$ cat src/rtl/crono_pkg.sv
// crono_pkg
// Shared definitions for the chronometer countdown controller.
//   - state encoding (IDLE/RUN/PAUSE/ALARM) as localparams and an enum built on them
//   - BCD limit constants for hours, tens and units digits
//   - preset_valid(): checks that an HH:MM:SS BCD preset is a legal time of day
package crono_pkg;

    localparam logic [1:0] ST_IDLE  = 2'd0;
    localparam logic [1:0] ST_RUN   = 2'd1;
    localparam logic [1:0] ST_PAUSE = 2'd2;
    localparam logic [1:0] ST_ALARM = 2'd3;

    typedef enum logic [1:0] {
        IDLE  = ST_IDLE,
        RUN   = ST_RUN,
        PAUSE = ST_PAUSE,
        ALARM = ST_ALARM
    } state_t;

    localparam logic [7:0] HOUR_MAX  = 8'h23;
    localparam logic [3:0] TENS_MAX  = 4'd5;
    localparam logic [3:0] UNITS_MAX = 4'd9;

    // With the units digit limited to 9, the plain binary compare against
    // 8'h23 also bounds the tens digit, because BCD preserves ordering.
    function automatic logic preset_valid(input logic [7:0] h,
                                          input logic [7:0] m,
                                          input logic [7:0] s);
        return (h[3:0] <= UNITS_MAX) && (h <= HOUR_MAX) &&
               (m[7:4] <= TENS_MAX)  && (m[3:0] <= UNITS_MAX) &&
               (s[7:4] <= TENS_MAX)  && (s[3:0] <= UNITS_MAX);
    endfunction

endpackage

$ cat src/rtl/crono_bcd_dec.sv
// crono_bcd_dec
// Combinational one-second decrement of a BCD HH:MM:SS time.
// Ports:
//   time_in  [23:0]  {h_tens,h_units,m_tens,m_units,s_tens,s_units}
//   time_out [23:0]  time_in minus one second, BCD borrow between digits
//   zero             time_out is 00:00:00
module crono_bcd_dec
    import crono_pkg::*;
(
    input  logic [23:0] time_in,
    output logic [23:0] time_out,
    output logic        zero
);

    logic       borrow;
    logic [3:0] digit;

    // Digit limits from least to most significant. The hours-tens limit only
    // matters when decrementing 00:00:00, which the controller never does.
    function automatic logic [3:0] digit_max(input int idx);
        if (idx == 5)
            return HOUR_MAX[7:4];
        else if (idx[0])
            return TENS_MAX;
        else
            return UNITS_MAX;
    endfunction

    // Ripple a borrow upward: a zero digit wraps to its maximum and passes
    // the borrow on, any other digit absorbs it.
    always_comb begin
        borrow   = 1'b1;
        digit    = 4'd0;
        time_out = time_in;
        for (int i = 0; i < 6; i++) begin
            digit = time_in[4*i +: 4];
            if (borrow) begin
                if (digit == 4'd0) begin
                    time_out[4*i +: 4] = digit_max(i);
                end else begin
                    time_out[4*i +: 4] = digit - 4'd1;
                    borrow             = 1'b0;
                end
            end
        end
    end

    assign zero = (time_out == 24'h0);

endmodule

$ cat src/rtl/crono_countdown_ctrl.sv
// crono_countdown_ctrl
// Run-time controller for the chronometer countdown: loads the BCD preset,
// decrements once per tick, supports pause/resume and cancel, and holds a
// timed alarm when the count reaches zero.
// Ports:
//   clk, reset               clock, synchronous active-high reset
//   edit_en                  setup block is editing; forces IDLE
//   start, stop              level buttons, rising edge acts
//   preset_h/m/s [7:0]       BCD preset from the setup block
//   cnt_h/m/s    [7:0]       running BCD count
//   state_o      [1:0]       IDLE=0, RUN=1, PAUSE=2, ALARM=3
//   alarm                    high while in ALARM
//   load_err                 one-cycle pulse on a rejected load
module crono_countdown_ctrl
    import crono_pkg::*;
#(
    parameter int TICK_DIV   = 100_000_000,
    parameter int ALARM_SECS = 10
) (
    input  logic       clk,
    input  logic       reset,
    input  logic       edit_en,
    input  logic       start,
    input  logic       stop,
    input  logic [7:0] preset_h,
    input  logic [7:0] preset_m,
    input  logic [7:0] preset_s,
    output logic [7:0] cnt_h,
    output logic [7:0] cnt_m,
    output logic [7:0] cnt_s,
    output logic [1:0] state_o,
    output logic       alarm,
    output logic       load_err
);

    localparam int DIV_W  = $clog2(TICK_DIV);
    localparam int ACNT_W = $clog2(ALARM_SECS + 1);
    localparam logic [DIV_W-1:0]  DIV_LAST  = DIV_W'(TICK_DIV - 1);
    localparam logic [ACNT_W-1:0] ACNT_LAST = ACNT_W'(ALARM_SECS - 1);

    state_t              state, state_n;
    logic [23:0]         cnt, cnt_n, dec_val, preset_all;
    logic                dec_zero;
    logic [DIV_W-1:0]    div, div_n;
    logic [ACNT_W-1:0]   acnt, acnt_n;
    logic                load_err_n;
    logic                start_q, stop_q, start_edge, stop_edge, tick;

    assign preset_all = {preset_h, preset_m, preset_s};
    assign start_edge = start & ~start_q;
    assign stop_edge  = stop & ~stop_q;
    assign tick       = (div == DIV_LAST);

    crono_bcd_dec u_dec (
        .time_in  (cnt),
        .time_out (dec_val),
        .zero     (dec_zero)
    );

    // Edge registers track the button level even during reset so a button
    // held through reset cannot produce an edge afterwards.
    always_ff @(posedge clk) begin
        start_q <= start;
        stop_q  <= stop;
        if (reset) begin
            state    <= IDLE;
            cnt      <= 24'h0;
            div      <= '0;
            acnt     <= '0;
            alarm    <= 1'b0;
            load_err <= 1'b0;
        end else begin
            state    <= state_n;
            cnt      <= cnt_n;
            div      <= div_n;
            acnt     <= acnt_n;
            alarm    <= (state_n == ALARM);
            load_err <= load_err_n;
        end
    end

    // Priority: edit_en > stop edge > start edge > tick.
    always_comb begin
        state_n    = state;
        cnt_n      = cnt;
        div_n      = div;
        acnt_n     = acnt;
        load_err_n = 1'b0;
        if (edit_en) begin
            state_n = IDLE;
            cnt_n   = 24'h0;
            div_n   = '0;
            acnt_n  = '0;
        end else begin
            case (state)
                IDLE: begin
                    div_n  = '0;
                    acnt_n = '0;
                    // An all-zero preset is legal but pointless, so it is
                    // dropped without flagging an error.
                    if (start_edge && !stop_edge) begin
                        if (!preset_valid(preset_h, preset_m, preset_s)) begin
                            load_err_n = 1'b1;
                        end else if (preset_all != 24'h0) begin
                            cnt_n   = preset_all;
                            state_n = RUN;
                        end
                    end
                end
                RUN: begin
                    // A pause on the tick cycle keeps the divider at its last
                    // value so the discarded tick fires right after resume.
                    if (stop_edge) begin
                        state_n = IDLE;
                        cnt_n   = 24'h0;
                        div_n   = '0;
                    end else if (start_edge) begin
                        state_n = PAUSE;
                    end else if (tick) begin
                        div_n = '0;
                        if (dec_zero) begin
                            state_n = ALARM;
                            cnt_n   = 24'h0;
                            acnt_n  = '0;
                        end else begin
                            cnt_n = dec_val;
                        end
                    end else begin
                        div_n = div + 1'b1;
                    end
                end
                PAUSE: begin
                    if (stop_edge) begin
                        state_n = IDLE;
                        cnt_n   = 24'h0;
                        div_n   = '0;
                    end else if (start_edge) begin
                        state_n = RUN;
                    end
                end
                ALARM: begin
                    if (stop_edge || start_edge) begin
                        state_n = IDLE;
                        div_n   = '0;
                        acnt_n  = '0;
                    end else if (tick) begin
                        div_n = '0;
                        if (acnt == ACNT_LAST) begin
                            state_n = IDLE;
                            acnt_n  = '0;
                        end else begin
                            acnt_n = acnt + 1'b1;
                        end
                    end else begin
                        div_n = div + 1'b1;
                    end
                end
                default: begin
                    state_n = IDLE;
                    cnt_n   = 24'h0;
                    div_n   = '0;
                    acnt_n  = '0;
                end
            endcase
        end
    end

    assign cnt_h   = cnt[23:16];
    assign cnt_m   = cnt[15:8];
    assign cnt_s   = cnt[7:0];
    assign state_o = state;

endmodule

$ cat config.mk
export PLATFORM = sky130hd
export DESIGN_NAME = crono_countdown_ctrl
export DESIGN_NICKNAME = d
export VERILOG_FILES = /design/src/rtl/crono_pkg.sv /design/src/rtl/crono_bcd_dec.sv /design/src/rtl/crono_countdown_ctrl.sv
export SDC_FILE = /design/constraint.sdc
export NUM_CORES = 1
export LEC_CHECK = 0
export BUFFER_PORTS_ARGS = -buffer_cell sky130_fd_sc_hd__buf_2
export CELL_PAD_IN_SITES_DETAIL_PLACEMENT = 0
export CELL_PAD_IN_SITES_GLOBAL_PLACEMENT = 2
export CORE_MARGIN = 2
export CORE_UTILIZATION = 30
export CTS_BUF_LIST = sky130_fd_sc_hd__clkbuf_16
export DETAILED_ROUTE_END_ITERATION = 10
export GPL_TIMING_DRIVEN = 0
export PLACE_DENSITY = 0.83
export SETUP_SLACK_MARGIN = 0.02
export SLEW_MARGIN = 30
export SYNTH_ARGS = -nofsm -noshare
export SYNTH_HDL_FRONTEND = slang
export SYNTH_SLANG_ARGS = --single-unit
$ cat constraint.sdc
create_clock -name clk -period 3.4 [get_ports clk]
set_input_delay 0.17 -clock clk [delete_from_list [all_inputs] [get_ports clk]]
set_output_delay 0.17 -clock clk [all_outputs]
set_load 0.03 [all_outputs]
Yosys cells after proc, flatten, opt, wreduce, memory -nomap -nowiden
Cells that the tools add are included.
{ "totals": {"wordCells": 127, "output_inout_bits": 28, "in_bits": 29, "regBits": 61} }
{ "classes": {"order_cmp": 6, "n_reduce_logical": 24, "eq_ne": 17, "n_bitwise": 6, "n_addsub": 8, "mux": 58} }
{ "op_table": {"columns": ["op", "count"], "rows": [
  ["two-way mux 24 bit", 8],
  ["two-way mux 27 bit", 5],
  ["case mux 27 bit (4 select lines)", 1],
  ["two-way mux 4 bit", 18],
  ["case mux 24 bit (3 select lines)", 1],
  ["adder 27 x 1 -> 27 bit (second input constant)", 1],
  ["equality test 27 bit (second input constant)", 1],
  ["two-way mux 2 bit", 13],
  ["logical NOT 24 bit", 1],
  ["logical NOT 4 bit", 6],
  ["nonzero test 24 bit", 1],
  ["subtractor 4 x 1 -> 4 bit (second input constant)", 6],
  ["inequality test 2 bit (second input constant)", 8],
  ["<= comparator 4 bit (second input constant)", 3],
  ["case mux 4 bit (3 select lines)", 1],
  ["two-way mux 1 bit", 10],
  ["inequality test 3 bit (second input constant)", 3],
  ["<= comparator 4 x 3 -> 1 bit (second input constant)", 2],
  ["<= comparator 8 x 6 -> 1 bit (second input constant)", 1],
  ["case mux 2 bit (4 select lines)", 1],
  ["AND reduction 7 bit", 1],
  ["equality test 2 bit (second input constant)", 3],
  ["logical AND 1 bit", 6],
  ["AND reduction 6 bit", 1],
  ["other kinds (12)", 17]
]} }

Longest topological paths before layout
{ "depth": {"depth_word": 15, "depth_mapped": 11, "depth_no_buf": 9} }

Hierarchy
Synthesis repeated with hierarchy kept, for this count alone.
{ "hier_totals": {"cells_unflattened": 461, "area_unflattened_um2": 3865.0} }
{ "by_module_without_submodules": {"columns": ["module", "cells_per_inst", "n_inst", "seq_area_each_um2", "area_each_um2"], "rows": [
  ["crono_countdown_ctrl", 379, 1, 1221.2, 3325.7],
  ["crono_bcd_dec", 82, 1, 0.0, 539.3]
]} }

Worst setup path after synthesis
OpenSTA, ideal clock, no wires.
{ "synth_path": {"path_type": "flip-flop to flip-flop", "start": "register cnt[0]", "end": "register cnt[23]", "period_less_slack_ns": 3.013, "setup_time_ns": 0.136, "path_buffers": 2, "t_arrival_ns": 2.878, "path_stages_with_launch": 12, "required_ns": 3.264, "path_slack_ns": 0.387, "cell_sequence": "dfxtp_1 > inv_1 > ha_1 > or4b_1 > buf_6 > or3_4 > nor2_2 > mux2i_1 > a31oi_4 > buf_6 > a221oi_1 > a211oi_2"} }
{ "synth_between": {"elab_chain_len": 13, "elab_cells_between_ends": 19, "cone_classes": "add/sub: 1; mux: 16; reduce/logical: 2"} }
{ "synth_rtl": {"columns": ["item", "line_no", "source"], "rows": [
  ["start: declaration", "crono_countdown_ctrl.sv:42", "logic [23:0] cnt, cnt_n, dec_val, preset_all;"],
  ["start signal: assignment", "crono_countdown_ctrl.sv:74", "cnt <= cnt_n;"],
  ["logical NOT 4 bit", "crono_bcd_dec.sv:38", "if (digit == 4'd0) begin"],
  ["two-way mux 1 bit", "crono_bcd_dec.sv:38", null],
  ["two-way mux 1 bit (4 in a row)", "crono_bcd_dec.sv:37", "if (borrow) begin"],
  ["two-way mux 4 bit", "crono_bcd_dec.sv:37", null],
  ["logical NOT 24 bit", "crono_bcd_dec.sv:48", "assign zero = (time_out == 24'h0);"],
  ["two-way mux 24 bit *", "crono_countdown_ctrl.sv:121", "if (dec_zero) begin"],
  ["two-way mux 24 bit *", "crono_countdown_ctrl.sv:119", "end else if (tick) begin"],
  ["two-way mux 24 bit *", "crono_countdown_ctrl.sv:117", "end else if (start_edge) begin"],
  ["two-way mux 24 bit *", "crono_countdown_ctrl.sv:113", "if (stop_edge) begin"],
  ["case mux 24 bit (3 select lines) *", "crono_countdown_ctrl.sv:95", "case (state)"]
]} }
Mark *: on every way between the ends. The rest lies on a longest branch, timed or not. The select of a mux whose other input is x is not followed.
A chain may end at the register's enable or synchronous reset.

Worst setup path after layout
{ "layout_path": {"start": "register cnt[0]", "end": "register cnt[21]"} }
The elaborated chain is that of the path after synthesis.

==> run metrics <==
share of layout cells above drive strength 1 0.167; Synth Area in Simple Gates 0.322; Final Cycle Share 0.935; pin count of the biggest net entering global routing 11; H-tree Lvls 3; number of enable flip-flop cells after synthesis 0; skew final 11.6 ps; synthesis-to-layout area growth 21.0%; largest family of logic cells by synthesized area simple AND/OR/NAND/NOR gates; CTS tree built; asr flop ratio synth 0; CTS buffer count 9; Post-Synth Adder-Cell Area 0.0464; status completed; Critical Path RT 3580 ps; Routed WL 11.8 mm; CP Launch Type flop; Worst EP arrival 3360 ps; Die W 116 um; GRT Util Overall 0.183; Internal Dissipation 1.30 mW; initial antenna violation count 0; Seq cells post-synth 61; Flop pwr share 0.431; Post-Synth XOR/XNOR Area 0.0487; Fmax 315 MHz; VDD IR max 0.192 mV; Min-Delay Path Class in2reg; most frequent CP cell buf_6; CP Class reg2reg; Syn Nets 515; Worst path slowest cell or4b_1; post-synthesis sequential area ratio 0.323; Final ANT Viol Nets 0; RePlAce Congestion 0.850; DRC Markers 0; crit-path cells inv_1 > ha_1 > or4b_1 > buf_6 > or3_4 > nor2_2 > mux2i_2 > a31oi_4 > buf_6 > a221oi_1 > a211oi_2; grt ovf 0; # port buffers 56; vias in the first global route 3720; library cells used by synthesis 68; Total Die Area 13500 um2; critical path's largest stage delay 460 ps; Fin. Hold Viols 0; Worst-path clk slew 60 ps; DR pass1 iterations 5; clock latency on the worst-skew pair 340 ps; slew margin rel. 0.397; Tmin final 3180 ps; Initial Util 0.311; Least-Margin Pin Slew 898 ps; leakage power 1.70 nW; Pwr Total 1.67 mW; Inserted Diodes 0; post-synthesis mux area share 0.00530; Vias/cell 5.40; Psw 0.371 mW; initial drt markers 361; final worst slack 222 ps; PwrDens 364 nW/um2; Core Area 12200 um2; Logic pwr share 0.039; Max FO, Critical Path 10; CTS root buf clkbuf_16; switching share of power 0.223; Top FF cell, synth dfxtp_1; post-route setup TNS 0 ps; unrepaired setup endpoints after global routing false; Die Y-Extent 116 um; Yosys warning total 0; TritonCTS Sinks 61; Clk pwr share 0.530; row cnt 40; Nets 584; via count 3848; worst slack, placed 124 ps; per-cell routed wire length 16.5 um; Post-DP HPWL 8.82 mm; # IOs 57; post-synthesis compound-gate area fraction 0.215; first-pass GRT wire length 19.2 mm; Layout Utilization 0.376; Slew Viols, Final 0; CTS max path bufs 2; # setup viols final 0; Max Cap Violations 0; Syn Area/Cell 8.00 um2; Syn Inst Count 472; synthesized area 3780 um2; CP endpoint kind flop
-- routing by layer --
metal  routed length, um  GRT usage  vias to the layer above
li1                    -          -                     1897
met1                5670      0.244                     1839
met2                5300      0.288                       95
met3                 545     0.0420                       17
met4                 247     0.0722                        0
met5                   0          0                        -
-- placed cells by master, fill, tap and decap left out, types with 5 or more instances in the layout --
master / netlist / routed
dfxtp_1: 61 / 61
inv_1: 13 / 13
a21oi_1: 20 / 20
nor2_1: 55 / 55
o21ai_0: 27 / 27
nand3_1: 26 / 26
buf_2: 0 / 56
nor4_1: 10 / 10
ha_1: 14 / 14
xnor2_1: 7 / 7
clkbuf_1: 16 / 16
a221oi_1: 14 / 14
o21ai_1: 6 / 6
a31oi_1: 8 / 8
clkbuf_16: 0 / 9
nand2_1: 42 / 42
nand4_1: 12 / 12
xor2_1: 14 / 14
nand2b_1: 9 / 9
or4_1: 6 / 6
nor3_1: 15 / 15
and2_1: 5 / 5
and3_1: 8 / 8
nor2b_1: 5 / 5
-- cell usage after synthesis (5+ instances only) --
| master | count | area [um2] |
|---|---|---|
| a21oi_1 | 20 | 100 |
| a221oi_1 | 14 | 123 |
| a31oi_1 | 8 | 50.1 |
| and2_1 | 5 | 31.3 |
| and3_1 | 8 | 50.1 |
| clkbuf_1 | 16 | 60.1 |
| dfxtp_1 | 61 | 1220 |
| ha_1 | 14 | 175 |
| inv_1 | 13 | 48.8 |
| nand2_1 | 42 | 158 |
| nand2b_1 | 9 | 56.3 |
| nand3_1 | 26 | 130 |
| nand4_1 | 12 | 75.1 |
| nor2_1 | 55 | 206 |
| nor2b_1 | 5 | 31.3 |
| nor3_1 | 15 | 75.1 |
| nor4_1 | 10 | 62.6 |
| o21ai_0 | 27 | 135 |
| o21ai_1 | 6 | 30.0 |
| or4_1 | 6 | 45.0 |
| xnor2_1 | 7 | 61.3 |
| xor2_1 | 14 | 123 |
-- worst paths after layout --
check | from | endpoint | slack [ps] | cells past startpoint
worst max-delay path | cnt[0]$_SDFFE_PP0P_ | cnt[21]$_SDFFE_PP0P_ | 220 | 11
worst min-delay path | preset_m[0] | cnt[8]$_SDFFE_PP0P_ | 150 | 3
worst max register to register | cnt[0]$_SDFFE_PP0P_ | cnt[21]$_SDFFE_PP0P_ | 220 | 11
worst min register to register | acnt[3]$_SDFFE_PP0P_ | acnt[3]$_SDFFE_PP0P_ | 480 | 2
-- worst max-delay path: cells and delay by family, from the launching register on --
| family | cells | cell delay, ps |
|---|---|---|
| buf+inv | 3 | 480 |
| compound gates | 3 | 570 |
| simple gates | 3 | 980 |
| flops | 1 | 360 |
| mux | 1 | 410 |
| fa+ha+maj | 1 | 210 |
-- registers in the layout (all words and copies together), names as in the netlist --
name,cells
div,27
cnt,24
acnt,4
state_o,2
alarm,1
load_err,1
start_q,1
stop_q,1
-- through the flow --
step	instances	hold WS [ps]	area, um2
after floorplan	472	198	3780
after global placement	696	308	4270
after detailed placement	696	315	4270
after CTS	713	137	4570
after global routing	713	149	4570
final	713	145	4570
-- what timing repair did --
| action | in CTS | in global routing |
|---|---|---|
| resized for setup | 0 | 1 |
| setup buffers | 0 | 0 |
| hold endpoints to repair | 2 | 0 |
| hold buffers | 2 | 0 |
| setup endpoints to repair | 0 | 15 |
-- power by group through the flow --
stage	Sequential, mW	Clock (mW)	Combinational (mW)
finish	0.718	0.884	0.0647
global placement	0.733	0	0.0628
global route	0.718	0.943	0.0700
detailed placement	0.733	0	0.0625
CTS	0.718	0.906	0.0643
floorplan	0.734	0	0.0234
-- area by class of cell --
cell class              instances  area, um2
repair buffers                 58        300
well taps                     168        210
flip-flops and latches         61       1220
clock inverters                 6       55.1
multi-input cells             378       2410
plain buffers                  20        101
clock buffers                   9        225
fillers                      1284       7590
inverters                      13       48.8
-- logic make-up after synthesis --
logic type | after synthesis
muxes | 2
adders and majority gates | 14
and+or+nand+nor | 226
xor gates and xnor gates | 21
AOI/OAI and AO/OA | 115
DFF | 61
buffers and inverters | 33
(Power assumes the default switching activity.)
